## src/rtl/imem_loader_if.sv

```systemverilog
// imem_loader_if: byte-stream handshake plus instruction-memory write port.
//   in_valid/in_data : source offers a stream byte
//   in_ready         : loader accepts a byte this cycle
//   imem_we          : one-cycle write strobe
//   imem_addr        : word-aligned byte address of the write
//   imem_wdata       : assembled big-endian instruction word
// master = stream source / memory observer, slave = loader.
interface imem_loader_if;
  logic        in_valid;
  logic [7:0]  in_data;
  logic        in_ready;
  logic        imem_we;
  logic [31:0] imem_addr;
  logic [31:0] imem_wdata;

  modport master (
    output in_valid, in_data,
    input  in_ready, imem_we, imem_addr, imem_wdata
  );

  modport slave (
    input  in_valid, in_data,
    output in_ready, imem_we, imem_addr, imem_wdata
  );
endinterface

```

## src/rtl/imem_loader.sv

```systemverilog
// imem_loader: boot-time instruction-memory loader for the single-cycle core.
// Accepts a framed byte stream (N_hi, N_lo, N*4 data bytes MSB first, XOR
// checksum byte), writes each assembled word to consecutive word addresses
// starting at BASE_ADDR and releases the core only after a good checksum.
// Ports:
//   clk      : rising-edge clock
//   reset    : asynchronous, active-low reset
//   bus      : stream handshake + instruction-memory write (slave side)
//   core_run : core may leave reset (mirrors done)
//   done     : load finished with good checksum (sticky)
//   error    : load aborted (sticky)
module imem_loader #(
  parameter logic [31:0] BASE_ADDR = 32'h0000_0000,
  parameter int unsigned MAX_WORDS = 64
) (
  input  logic          clk,
  input  logic          reset,
  imem_loader_if.slave  bus,
  output logic          core_run,
  output logic          done,
  output logic          error
);

  typedef enum logic [2:0] {
    HDR_HI,
    HDR_LO,
    DATA,
    CHK,
    DONE,
    ERR
  } state_t;

  state_t      state, state_nx;
  logic [7:0]  n_hi;
  logic [15:0] n_words;
  logic [15:0] n_full;
  logic [1:0]  byte_cnt;
  logic [15:0] word_idx;
  logic [23:0] word_sh;
  logic [7:0]  xor_acc;
  logic        accept;

  assign accept   = bus.in_valid && bus.in_ready;
  assign n_full   = {n_hi, bus.in_data};
  assign core_run = done;

  always_comb begin
    state_nx = state;
    case (state)
      HDR_HI: if (accept) state_nx = HDR_LO;
      HDR_LO: if (accept) begin
        if (32'(n_full) > MAX_WORDS) state_nx = ERR;
        else if (n_full == '0)       state_nx = CHK;
        else                         state_nx = DATA;
      end
      DATA: if (accept && byte_cnt == 2'd3 && (word_idx + 16'd1) == n_words)
        state_nx = CHK;
      CHK: if (accept) state_nx = (bus.in_data == xor_acc) ? DONE : ERR;
      default: state_nx = state;
    endcase
  end

  always_ff @(posedge clk or negedge reset) begin
    if (!reset) begin
      state          <= HDR_HI;
      n_hi           <= '0;
      n_words        <= '0;
      byte_cnt       <= '0;
      word_idx       <= '0;
      word_sh        <= '0;
      xor_acc        <= '0;
      bus.in_ready   <= 1'b0;
      bus.imem_we    <= 1'b0;
      bus.imem_addr  <= '0;
      bus.imem_wdata <= '0;
      done           <= 1'b0;
      error          <= 1'b0;
    end else begin
      state        <= state_nx;
      // Registered ready and status flags are derived from the next state so
      // they change on the same edge the FSM enters a terminal state.
      bus.in_ready <= !(state_nx == DONE || state_nx == ERR);
      done         <= (state_nx == DONE);
      error        <= (state_nx == ERR);
      bus.imem_we  <= 1'b0;

      if (accept && state != CHK) xor_acc <= xor_acc ^ bus.in_data;

      if (accept) begin
        case (state)
          HDR_HI: n_hi <= bus.in_data;
          HDR_LO: n_words <= n_full;
          DATA: begin
            word_sh  <= {word_sh[15:0], bus.in_data};
            byte_cnt <= byte_cnt + 2'd1;
            if (byte_cnt == 2'd3) begin
              bus.imem_we    <= 1'b1;
              bus.imem_addr  <= BASE_ADDR + {14'd0, word_idx, 2'b00};
              bus.imem_wdata <= {word_sh, bus.in_data};
              word_idx       <= word_idx + 16'd1;
            end
          end
          default: ;
        endcase
      end
    end
  end

endmodule
```

## src/flat_wrapper.sv

```systemverilog
// flat-port wrapper written by rule: the top's interface ports become plain ports
module imem_loader_flat 
#(
  parameter logic [31:0] BASE_ADDR = 32'h0000_0000,
  parameter int unsigned MAX_WORDS = 64
)
  (clk, reset, core_run, done, error, bus_in_valid, bus_in_data, bus_in_ready, bus_imem_we, bus_imem_addr, bus_imem_wdata);
  imem_loader_if bus_i ();
  input  logic clk;
  input  logic reset;
  output logic core_run;
  output logic done;
  output logic error;
  input wire logic [$bits(bus_i.in_valid)-1:0] bus_in_valid;
  input wire logic [$bits(bus_i.in_data)-1:0] bus_in_data;
  output wire logic [$bits(bus_i.in_ready)-1:0] bus_in_ready;
  output wire logic [$bits(bus_i.imem_we)-1:0] bus_imem_we;
  output wire logic [$bits(bus_i.imem_addr)-1:0] bus_imem_addr;
  output wire logic [$bits(bus_i.imem_wdata)-1:0] bus_imem_wdata;
  assign bus_i.in_valid = bus_in_valid;
  assign bus_i.in_data = bus_in_data;
  assign bus_in_ready = bus_i.in_ready;
  assign bus_imem_we = bus_i.imem_we;
  assign bus_imem_addr = bus_i.imem_addr;
  assign bus_imem_wdata = bus_i.imem_wdata;
  imem_loader #(.BASE_ADDR(BASE_ADDR), .MAX_WORDS(MAX_WORDS)) u_core (.clk(clk), .reset(reset), .bus(bus_i), .core_run(core_run), .done(done), .error(error));
endmodule
```

## config.mk

```make
export PLATFORM = sky130hd
export DESIGN_NAME = imem_loader_flat
export DESIGN_NICKNAME = d
export VERILOG_FILES = /design/src/rtl/imem_loader_if.sv /design/src/rtl/imem_loader.sv /design/src/flat_wrapper.sv
export SDC_FILE = /design/constraint.sdc
export NUM_CORES = 1
export LEC_CHECK = 0
export BUFFER_PORTS_ARGS = -buffer_cell sky130_fd_sc_hd__buf_4
export CORE_UTILIZATION = 35
export DETAILED_ROUTE_END_ITERATION = 6
export GPL_TIMING_DRIVEN = 0
export SYNTH_ARGS = -nofsm -noshare
export SYNTH_HDL_FRONTEND = slang
export SYNTH_SLANG_ARGS = --single-unit
export TNS_END_PERCENT = 100
```

## constraint.sdc

```tcl
create_clock -name clk -period 2.3 [get_ports clk]
set_clock_uncertainty 0.1 [all_clocks]
set_input_delay 0.115 -clock clk [delete_from_list [all_inputs] [get_ports clk]]
set_output_delay 0.115 -clock clk [all_outputs]
set_load 0.01 [all_outputs]
```

==> out/qor.csv, run 1 <==
stage;metric;value;unit
logic_synthesis;Synth Area in Compound Gates;3.86;%
outcome;run status;complete, no violations;
global_route;vias in the first global route;4216;
detailed_routing;Via density;4.68;
clocking;Reg clk slew, reported paths;0.06;ns
placed_design;post-DP HPWL;9200;microns
global_route;pin count of the biggest net entering global routing;68;
sta;max_slew headroom;52.2;%
layout;Final Core Density;45.9;%
clocking;Root Buffer;clkbuf_16;
die;full die area;17100;sq um
clocking;CTS tree;yes;
detailed_routing;# DRC;0;
global_route;global-route wire length before repair;21600;microns
critical_path;Critical Path AT;2.41;ns
logic_synthesis;Synth Area in XOR/XNOR;7.39;%
sta;Tmin final;2.19;ns
logic_synthesis;syn avg cell area;9.78;sq um
pwr;worst vdd ir;555;uV
global_route;GRT Util Overall;16.7;%
logic_synthesis;Synth top area share;55.6;%
layout;antenna cell count;0;
detailed_routing;WL/cell;14.2;microns
logic_synthesis;Ys Warns;0;
logic_synthesis;Mapped Cells;594;
worst_hold_path;worst min-delay path class;input pin to flop;
pwr;LEAKAGE;3.84;nW
sta;Final Setup Violations;0;
global_route;initial antenna violation count;0;
logic_synthesis;largest cells by area after synthesis;dfrtp_1, nand2_1, xnor2_1;
logic_synthesis;Post-Synth Simple-Gate Area;23.1;%
sta;worst-margin pin slew;0.714;ns
placed_design;Inst Count DP;887;
clocking;clock buffer depth;2;
die;core area;16100;sq um
critical_path;CP max FO;5;
logic_synthesis;sequential area share after synthesis;55.6;%
critical_path;CP endpoint kind;flop;
clocking;H-tree depth;4;
layout;post-route insts no fill;927;
sta;period utilisation layout;95.2;%
critical_path;Setup CP Type;flop to flop;
detailed_routing;total number of vias;4339;
logic_synthesis;Synth area leader;dfrtp_1;
logic_synthesis;largest family of logic cells by synthesized area;simple AND/OR/NAND/NOR gates;
logic_synthesis;Post-synth top flop;dfrtp_1;
detailed_routing;Final ANT Viol Nets;0;
logic_synthesis;number of synthesized flops with an enable pin;0;
die;die width;131;microns
placed_design;GPL Wtd Cong;0.874;
logic_synthesis;Distinct cells, synth;53;
logic_synthesis;mux cell area share after synthesis;5.04;%
sta;fmax;457;MHz
critical_path;CP Launch Type;flop;
placed_design;Port Buf Inserts;61;
pwr;P per Cell Area;697;nW/um^2
layout;design area;7380;sq um
logic_synthesis;most instantiated cells after synthesis;nand2_1, dfrtp_1, xnor2_1, mux2_2, buf_4;
die;Die Ht;131;microns
critical_path;Critical Path RT;2.52;ns
layout;layout cell share with drive strength beyond 1;24.6;%
logic_synthesis;FF+latch count, synth;129;
sta;Pins Over Slew Limit;0;
logic_synthesis;Mapped Area;5810;sq um
global_route;grt ovf;0;
clocking;cts bufs inserted;17;
worst_hold_path;worst hold path depth;3;
clocking;CTS sink count;129;
logic_synthesis;post-synthesis adder-cell area fraction;0.431;%
layout;area delta synth->final;27.1;%
logic_synthesis;share of flip-flops with an asynchronous set or reset;100;%
detailed_routing;TritonRoute pass-1 iters;4;
logic_synthesis;most common cell in the netlist;nand2_1;
clocking;Worst-Skew Late Latency;0.42;ns
detailed_routing;Iter 0 DRT Violations;263;
detailed_routing;total wire length;13200;microns
job;max-cap violation count;0;
die;row count;46;
die;IO Pins;80;
placed_design;area post-placement;6620;sq um
layout;final net count;712;
sta;Hold Vio Cnt, Final;0;
die;Initial Util;36.2;%
critical_path;Worst R2R Path Depth;7;
[cell families (layout without fill, tap and decap cells)]
group	count (synthesis)	count (layout)
buffers and inverters	48	150
other	1	16
DFF	129	129
AOI/OAI and AO/OA	30	30
muxes	26	26
xor gates and xnor gates	49	49
and+or+nand+nor	309	309
adders and majority gates	2	2
[report_power, final]
part / internal [mW] / switching [mW] / total, mW
Combinational: 0.0575 / 0.0939 / 0.151
Clock: 1.75 / 0.956 / 2.70
Sequential: 2.28 / 0.00680 / 2.29
Total: 4.08 / 1.06 / 5.14
[worst paths after layout]
check	startpoint	endpoint	slack (ns)
min in group asynchronous	reset	u_core.xor_acc[2]	0.14
max reg2reg	u_core.word_idx[0]	u_core.error	0.11
max in group asynchronous	reset	u_core.word_idx[14]	1.23
max	u_core.word_idx[0]	u_core.error	0.11
min	bus_in_data[6]	u_core.word_sh[6]	0.05
min reg2reg	u_core.word_sh[18]	u_core.word_sh[18]	0.37
[layer usage]
| layer | vias up | track usage, % | wire, microns |
|---|---|---|---|
| met3 | 19 | 3.75 | 553 |
| met1 | 2077 | 22.1 | 6250 |
| met4 | 0 | 7.98 | 267 |
| met2 | 121 | 26.0 | 6140 |
| li1 | 2122 | - | - |
| met5 | - | 0 | 0 |
[sequential cells by signal, indices dropped and copies added (netlist names)]
name	count
u_core.bus.imem_wdata	32
u_core.byte_cnt	2
u_core.bus.imem_we	1
u_core.word_sh	24
u_core.xor_acc	8
u_core.bus.in_ready	1
u_core.bus.imem_addr	16
u_core.n_words	16
u_core.state	3
u_core.core_run	1
u_core.n_hi	8
u_core.error	1
u_core.word_idx	16
[repair_timing]
action                                  in CTS  in global routing
gates resized for setup                      6                 17
endpoints found under the setup margin       3                 63
gates cloned                                 0                  0
buffers inserted                             0                  2
endpoints found under the hold margin       93                  0
pin swaps                                    1                  5
hold buffers                                 8                  0
[per-stage QoR]
step / hold WS, ns / power, mW / TNS, ns / setup WS [ns]
final: 0.0534 / 5.14 / 0 / 0.111
after global routing: 0.0840 / 5.31 / -0.0147 / -0.0147
after CTS: 0.0318 / 5.20 / 0 / 0.0224
after detailed placement: 0.0378 / 2.47 / -0.208 / -0.172
after global placement: 0.307 / 2.46 / -0.204 / -0.165
after floorplan: -0.281 / 2.38 / 0 / 0.235
[worst max-delay path, cell delays in order (launching register included)]
cell	delay, ns
dfrtp_2	0.42
ha_4	0.18
nand3_2	0.12
and2_1	0.19
or4_1	0.40
a32oi_1	0.23
nand4_1	0.18
a211oi_2	0.27
[layout by cell type, fill, tap and decap left out, types with 12 or more instances in the layout]
| cell | count |
|---|---|
| mux2_2 | 26 |
| clkbuf_16 | 17 |
| nor2_1 | 16 |
| nand4_1 | 12 |
| dfrtp_1 | 127 |
| xor2_1 | 15 |
| clkbuf_1 | 13 |
| buf_4 | 80 |
| conb_1 | 16 |
| xnor2_1 | 34 |
| nand2_1 | 238 |
[cell type report]
class | count | area [sq um]
Clock buffer | 21 | 460
Timing Repair Buffer | 72 | 584
Clock inverter | 10 | 135
Tap cell | 216 | 270
Inverter | 3 | 11.3
Fill cell | 1500 | 8680
Sequential cell | 129 | 3230
Buffer | 44 | 256
Multi-Input combinational cell | 432 | 2430
No activity file was read; power rests on OpenSTA's default activity.
==> run 2, diff against run 1 <==
--- a/config.mk
+++ b/config.mk
@@ -6,9 +6,12 @@
 export NUM_CORES = 1
 export LEC_CHECK = 0
 export BUFFER_PORTS_ARGS = -buffer_cell sky130_fd_sc_hd__buf_4
+export CELL_PAD_IN_SITES_DETAIL_PLACEMENT = 0
+export CELL_PAD_IN_SITES_GLOBAL_PLACEMENT = 2
 export CORE_UTILIZATION = 35
 export DETAILED_ROUTE_END_ITERATION = 6
 export GPL_TIMING_DRIVEN = 0
+export PLACE_DENSITY_LB_ADDON = 0.1
 export SYNTH_ARGS = -nofsm -noshare
 export SYNTH_HDL_FRONTEND = slang
 export SYNTH_SLANG_ARGS = --single-unit
==> out/qor.csv, run 2 (synthesized netlist as in run 1, its figures left out) <==
stage;metric;value;unit
placed_design;post-DP HPWL;9440;microns
placed_design;Inst Count DP;887;
critical_path;Critical R2R Launch;u_core.word_idx[2];
detailed_routing;wire length on met3;584;microns
pwr;Switching Share;21.4;%
critical_path;Critical Path RT;2.52;ns
sta;max_slew headroom;52.6;%
clocking;CTS sink count;129;
detailed_routing;# DRC;0;
clocking;CTS tree;yes;
clocking;Worst-Skew Late Latency;0.42;ns
layout;antenna cell count;0;
sta;Hold Vio Cnt, Final;0;
detailed_routing;WL/cell;15.1;microns
pwr;sw power;1.13;mW
clocking;cts bufs inserted;17;
detailed_routing;Iter 0 DRT Violations;220;
sta;Final Setup Violations;0;
clocking;clock buffer depth;2;
sta;period utilisation layout;96.2;%
pwr;LEAKAGE;3.88;nW
sta;worst hold margin;0.0578;ns
global_route;GRT Util Overall;17.8;%
critical_path;Reg2Reg Setup Slack;0.09;ns
layout;Biggest register;u_core.bus.imem_wdata;
detailed_routing;Via density;4.67;
critical_path;worst setup path startpoint;u_core.word_idx[2];
die;IO Pins;80;
placed_design;GPL Wtd Cong;0.795;
global_route;initial antenna violation count;0;
outcome;run status;complete, no violations;
global_route;grt ovf;0;
detailed_routing;top sig layer;met4;
sta;RSZ-0062 raised after global routing;true;
critical_path;Worst R2R End;u_core.error;
critical_path;CP endpoint kind;flop;
detailed_routing;met2 wire len;6320;microns
worst_hold_path;worst min-delay path class;input pin to asynchronous set/reset pin;
placed_design;Port Buf Inserts;61;
detailed_routing;wl on met1;7010;microns
sta;worst-margin pin slew;0.707;ns
sta;fmax;452;MHz
global_route;vias in the first global route;4191;
die;Die Ht;131;microns
detailed_routing;TritonRoute pass-1 iters;4;
detailed_routing;total number of vias;4356;
layout;final net count;716;
sta;Pins Over Slew Limit;0;
pwr;Internal;4.17;mW
clocking;Reg clk slew, reported paths;0.06;ns
job;max-cap violation count;0;
layout;commonest non-fill, non-tap cells in the layout;nand2_1, dfrtp_1, buf_4, xnor2_1, mux2_2;
layout;Largest register FFs;32;
detailed_routing;Final ANT Viol Nets;0;
layout;post-route insts no fill;932;
critical_path;CP max FO;8;
critical_path;CP Capture Point;u_core.error;
critical_path;Setup CP Type;flop to flop;
clocking;Root Buffer;clkbuf_16;
clocking;H-tree depth;4;
sta;Tmin final;2.21;ns
layout;layout cell share with drive strength beyond 1;26.0;%
die;Initial Util;36.2;%
die;die width;131;microns
global_route;pin count of the biggest net entering global routing;97;
layout;area delta synth->final;28.2;%
pwr;Flop pwr share;43.1;%
die;row count;46;
die;core area;16100;sq um
detailed_routing;total wire length;14100;microns
layout;most common cell after layout, fill and taps aside;nand2_1;
critical_path;Critical Path AT;2.44;ns
critical_path;Worst R2R Path Depth;7;
pwr;Clk network pwr share;54.0;%
layout;biggest regs;u_core.bus.imem_wdata (32), u_core.word_sh (24);
pwr;Gate power share;2.9;%
pwr;worst vdd ir;501;uV
die;full die area;17100;sq um
global_route;global-route wire length before repair;22400;microns
critical_path;CP Launch Type;flop;
pwr;P per Cell Area;712;nW/um^2
## run 2: power by group through the flow
stage          Combinational (mW)  Sequential, mW  Clock (mW)
3_5_place_dp                0.147            2.32           0
5_1_grt                     0.174            2.28        3.02
4_1_cts                     0.159            2.28        2.92
6_report                    0.154            2.28        2.87
2_1_floorplan              0.0573            2.32           0
3_3_place_gp                0.139            2.32           0
## run 2: critical path: stages, from the launching register on
cell and delay (ns):
dfrtp_1 0.32, clkbuf_4 0.19, and3_2 0.26, nand4_1 0.15
mux2_1 0.37, a2111oi_2 0.23, nand4_1 0.21, a211oi_2 0.28
## run 2: final cells by class
type,count,area (sq um)
Buffer,44,263
Clock buffer,18,439
Clock inverter,14,188
Fill cell,1536,8610
Inverter,3,11.3
Multi-Input combinational cell,432,2430
Sequential cell,129,3230
Tap cell,216,270
Timing Repair Buffer,76,614
## run 2: per-stage QoR
step / setup TNS [ns] / setup WS (ns) / instance area (sq um) / power, mW / util, %
5_1_grt: -0.0113 / -0.0101 / 7450 / 5.48 / 46.4
4_1_cts: 0 / 0.0288 / 7370 / 5.36 / 45.9
3_3_place_gp: -1.39 / -0.233 / 6590 / 2.46 / 41.0
3_5_place_dp: -0.631 / -0.267 / 6620 / 2.47 / 41.2
2_1_floorplan: 0 / 0.235 / 5860 / 2.38 / -
6_report: 0 / 0.0875 / 7450 / 5.30 / 46.4
## run 2: worst min path at each step
stage / start / endpoint / slack [ns] / cells after the start
global placement: bus_in_data[2] / u_core.bus.imem_wdata[2] / 0.31 / 3
detailed placement: reset / u_core.bus.imem_wdata[26] / -0.07 / 1
floorplan: reset / u_core.bus.imem_addr[10] / -0.28 / 0
global route: reset / u_core.bus.imem_wdata[26] / 0.08 / 2
CTS: reset / u_core.bus.imem_wdata[29] / 0.06 / 2
finish: reset / u_core.word_idx[5] / 0.06 / 2
## run 2: metal layers
metal	global-route usage, %	vias up
met5	0	-
met4	6.90	0
met3	4.15	15
met2	26.5	111
met1	25.0	2098
li1	-	2132
## run 2: repair_timing
action	CTS	global route
pin swaps	2	4
hold buffers	8	0
resized for setup	9	19
endpoints found under the setup margin	31	59
hold endpoints to repair	160	0
buffers inserted	1	5
==> run 3, diff against run 2 <==
--- a/config.mk
+++ b/config.mk
@@ -5,11 +5,11 @@
 export SDC_FILE = /design/constraint.sdc
 export NUM_CORES = 1
 export LEC_CHECK = 0
-export BUFFER_PORTS_ARGS = -buffer_cell sky130_fd_sc_hd__buf_4
 export CELL_PAD_IN_SITES_DETAIL_PLACEMENT = 0
 export CELL_PAD_IN_SITES_GLOBAL_PLACEMENT = 2
 export CORE_UTILIZATION = 35
 export DETAILED_ROUTE_END_ITERATION = 6
+export DONT_BUFFER_PORTS = 1
 export GPL_TIMING_DRIVEN = 0
 export PLACE_DENSITY_LB_ADDON = 0.1
 export SYNTH_ARGS = -nofsm -noshare
==> out/qor.csv, run 3 (synthesized netlist as in run 1, its figures left out) <==
stage;metric;value;unit
outcome;run status;finished, violations left;
outcome;failing checks;negative hold slack;
global_route;vias in the first global route;4190;
sta;Pins Over Slew Limit;0;
layout;biggest regs;u_core.bus.imem_wdata (32), u_core.word_sh (24);
global_route;initial antenna violation count;0;
placed_design;Inst Count DP;825;
placed_design;post-DP HPWL;9210;microns
layout;most common cell after layout, fill and taps aside;nand2_1;
detailed_routing;total wire length;14200;microns
clocking;Worst-Skew Late Latency;0.42;ns
critical_path;Setup CP Type;flop to flop;
critical_path;CP max FO;6;
layout;final net count;649;
clocking;CTS tree;yes;
layout;Largest register FFs;32;
layout;area delta synth->final;17.6;%
die;Die Ht;131;microns
clocking;clock buffer depth;2;
detailed_routing;TritonRoute pass-1 iters;4;
pwr;P per Cell Area;731;nW/um^2
sta;max_slew headroom;50.6;%
detailed_routing;Iter 0 DRT Violations;205;
pwr;worst vdd ir;514;uV
detailed_routing;# DRC;0;
clocking;Hold Buf Count CTS;7;
die;IO Pins;80;
layout;commonest non-fill, non-tap cells in the layout;nand2_1, dfrtp_1, xnor2_1, mux2_2, buf_4;
layout;layout cell share with drive strength beyond 1;17.5;%
clocking;Reg clk slew, reported paths;0.06;ns
global_route;pin count of the biggest net entering global routing;130;
sta;fmax;445;MHz
job;max-cap violation count;0;
die;die width;131;microns
critical_path;CP Launch Type;flop;
critical_path;CP endpoint kind;flop;
sta;period utilisation layout;97.6;%
detailed_routing;total number of vias;4102;
clocking;Root Buffer;clkbuf_16;
sta;Final Setup Violations;0;
die;row count;46;
layout;Final Core Density;42.5;%
die;core area;16100;sq um
pwr;LEAKAGE;3.48;nW
clocking;cts bufs inserted;17;
global_route;global-route wire length before repair;23100;microns
layout;Biggest register;u_core.bus.imem_wdata;
layout;Fillers;1576;
placed_design;GPL Wtd Cong;0.747;
detailed_routing;Final ANT Viol Nets;0;
sta;Tmin final;2.25;ns
die;Initial Util;36.2;%
layout;antenna cell count;0;
sta;worst-margin pin slew;0.737;ns
sta;RSZ-0062 raised after global routing;true;
clocking;H-tree depth;4;
worst_hold_path;worst min-delay path class;input pin to asynchronous set/reset pin;
critical_path;Critical Path AT;2.47;ns
clocking;CTS sink count;129;
global_route;GRT Util Overall;18.3;%
placed_design;Port Buf Inserts;0;
critical_path;Critical Path RT;2.53;ns
detailed_routing;WL/cell;16.5;microns
detailed_routing;Via density;4.75;
layout;post-route insts no fill;863;
global_route;grt ovf;0;
sta;Hold Vio Cnt, Final;129;
sta;worst hold margin;-0.705;ns
die;full die area;17100;sq um
==> run 3: changes by cell type in the layout (fill, tap and decap cells not counted), moves of 2 or more <==
cell,change
buf_2,+3
buf_4,-65
bufinv_16,-2
clkbuf_1,+2
clkbuf_2,-2
clkbuf_4,-2
==> run 3: metal layers <==
metal	up-vias	GRT usage (%)	share of wire, %
met5	-	0	0
met4	0	7.71	2.0
met3	23	4.89	5.4
met2	119	26.8	43
met1	1967	25.6	49
li1	1993	-	-
==> run 3: final cells by class <==
type	count	area (sq um)	area share, %
Buffer	45	260	3.81
Clock buffer	20	457	6.69
Clock inverter	10	111	1.63
Inverter	3	11.3	0.165
Multi-Input combinational cell	432	2410	35.3
Sequential cell	129	3230	47.3
Tap cell	216	270	3.96
Timing Repair Buffer	8	77.6	1.14
==> run 3: final timing paths <==
path | endpoint | from | cells past startpoint | slack [ns]
setup / recovery | u_core.error | u_core.word_idx[0] | 7 | 0.05
hold / removal | u_core.bus.imem_wdata[29] | reset | 0 | -0.70
setup reg to reg | u_core.error | u_core.word_idx[0] | 7 | 0.05
hold reg to reg | u_core.bus.imem_wdata[29] | u_core.word_sh[21] | 2 | 0.37
max in group asynchronous | u_core.bus.in_ready | reset | 0 | 2.62
min in group clk | u_core.state[2] | bus_in_data[0] | 4 | 0.04
==> run 3: timing repair <==
action                                  CTS  global route
pin swaps                                 2             0
buffers inserted                          1             0
gates resized for setup                   8            14
hold endpoints to repair                164           129
endpoints found under the setup margin   45            33
==> run 3: report_power, final <==
part	leakage (nW)	internal [mW]	switching (mW)
clock	0.274	1.63	0.987
sequential	1.78	2.28	0.00663
combinational	1.42	0.0426	0.0460
total	3.48	3.95	1.04
==> run 3: worst max-delay path, cell delays in order (launching register included) <==
cell	delay [ns]
dfrtp_2	0.46
ha_4	0.19
nand3_2	0.13
and2_1	0.20
or4_1	0.40
a32oi_1	0.25
nand4_1	0.18
a211oi_2	0.24
==> run 3: per-stage QoR <==
| step | TNS (ns) | hold slack [ns] | cell area (sq um) | setup WS (ns) | total power [mW] |
|---|---|---|---|---|---|
| 3_3_place_gp | -2.80 | -0.277 | 6130 | -0.257 | 2.39 |
| 6_report | 0 | -0.705 | 6830 | 0.0543 | 4.99 |
| 4_1_cts | 0 | -0.725 | 6790 | 0.00600 | 5.05 |
| 3_5_place_dp | -2.86 | -0.276 | 6130 | -0.208 | 2.39 |
| 2_1_floorplan | 0 | -0.281 | 5860 | 0.235 | 2.38 |
| 5_1_grt | -0.0598 | -0.730 | 6830 | -0.0598 | 5.16 |
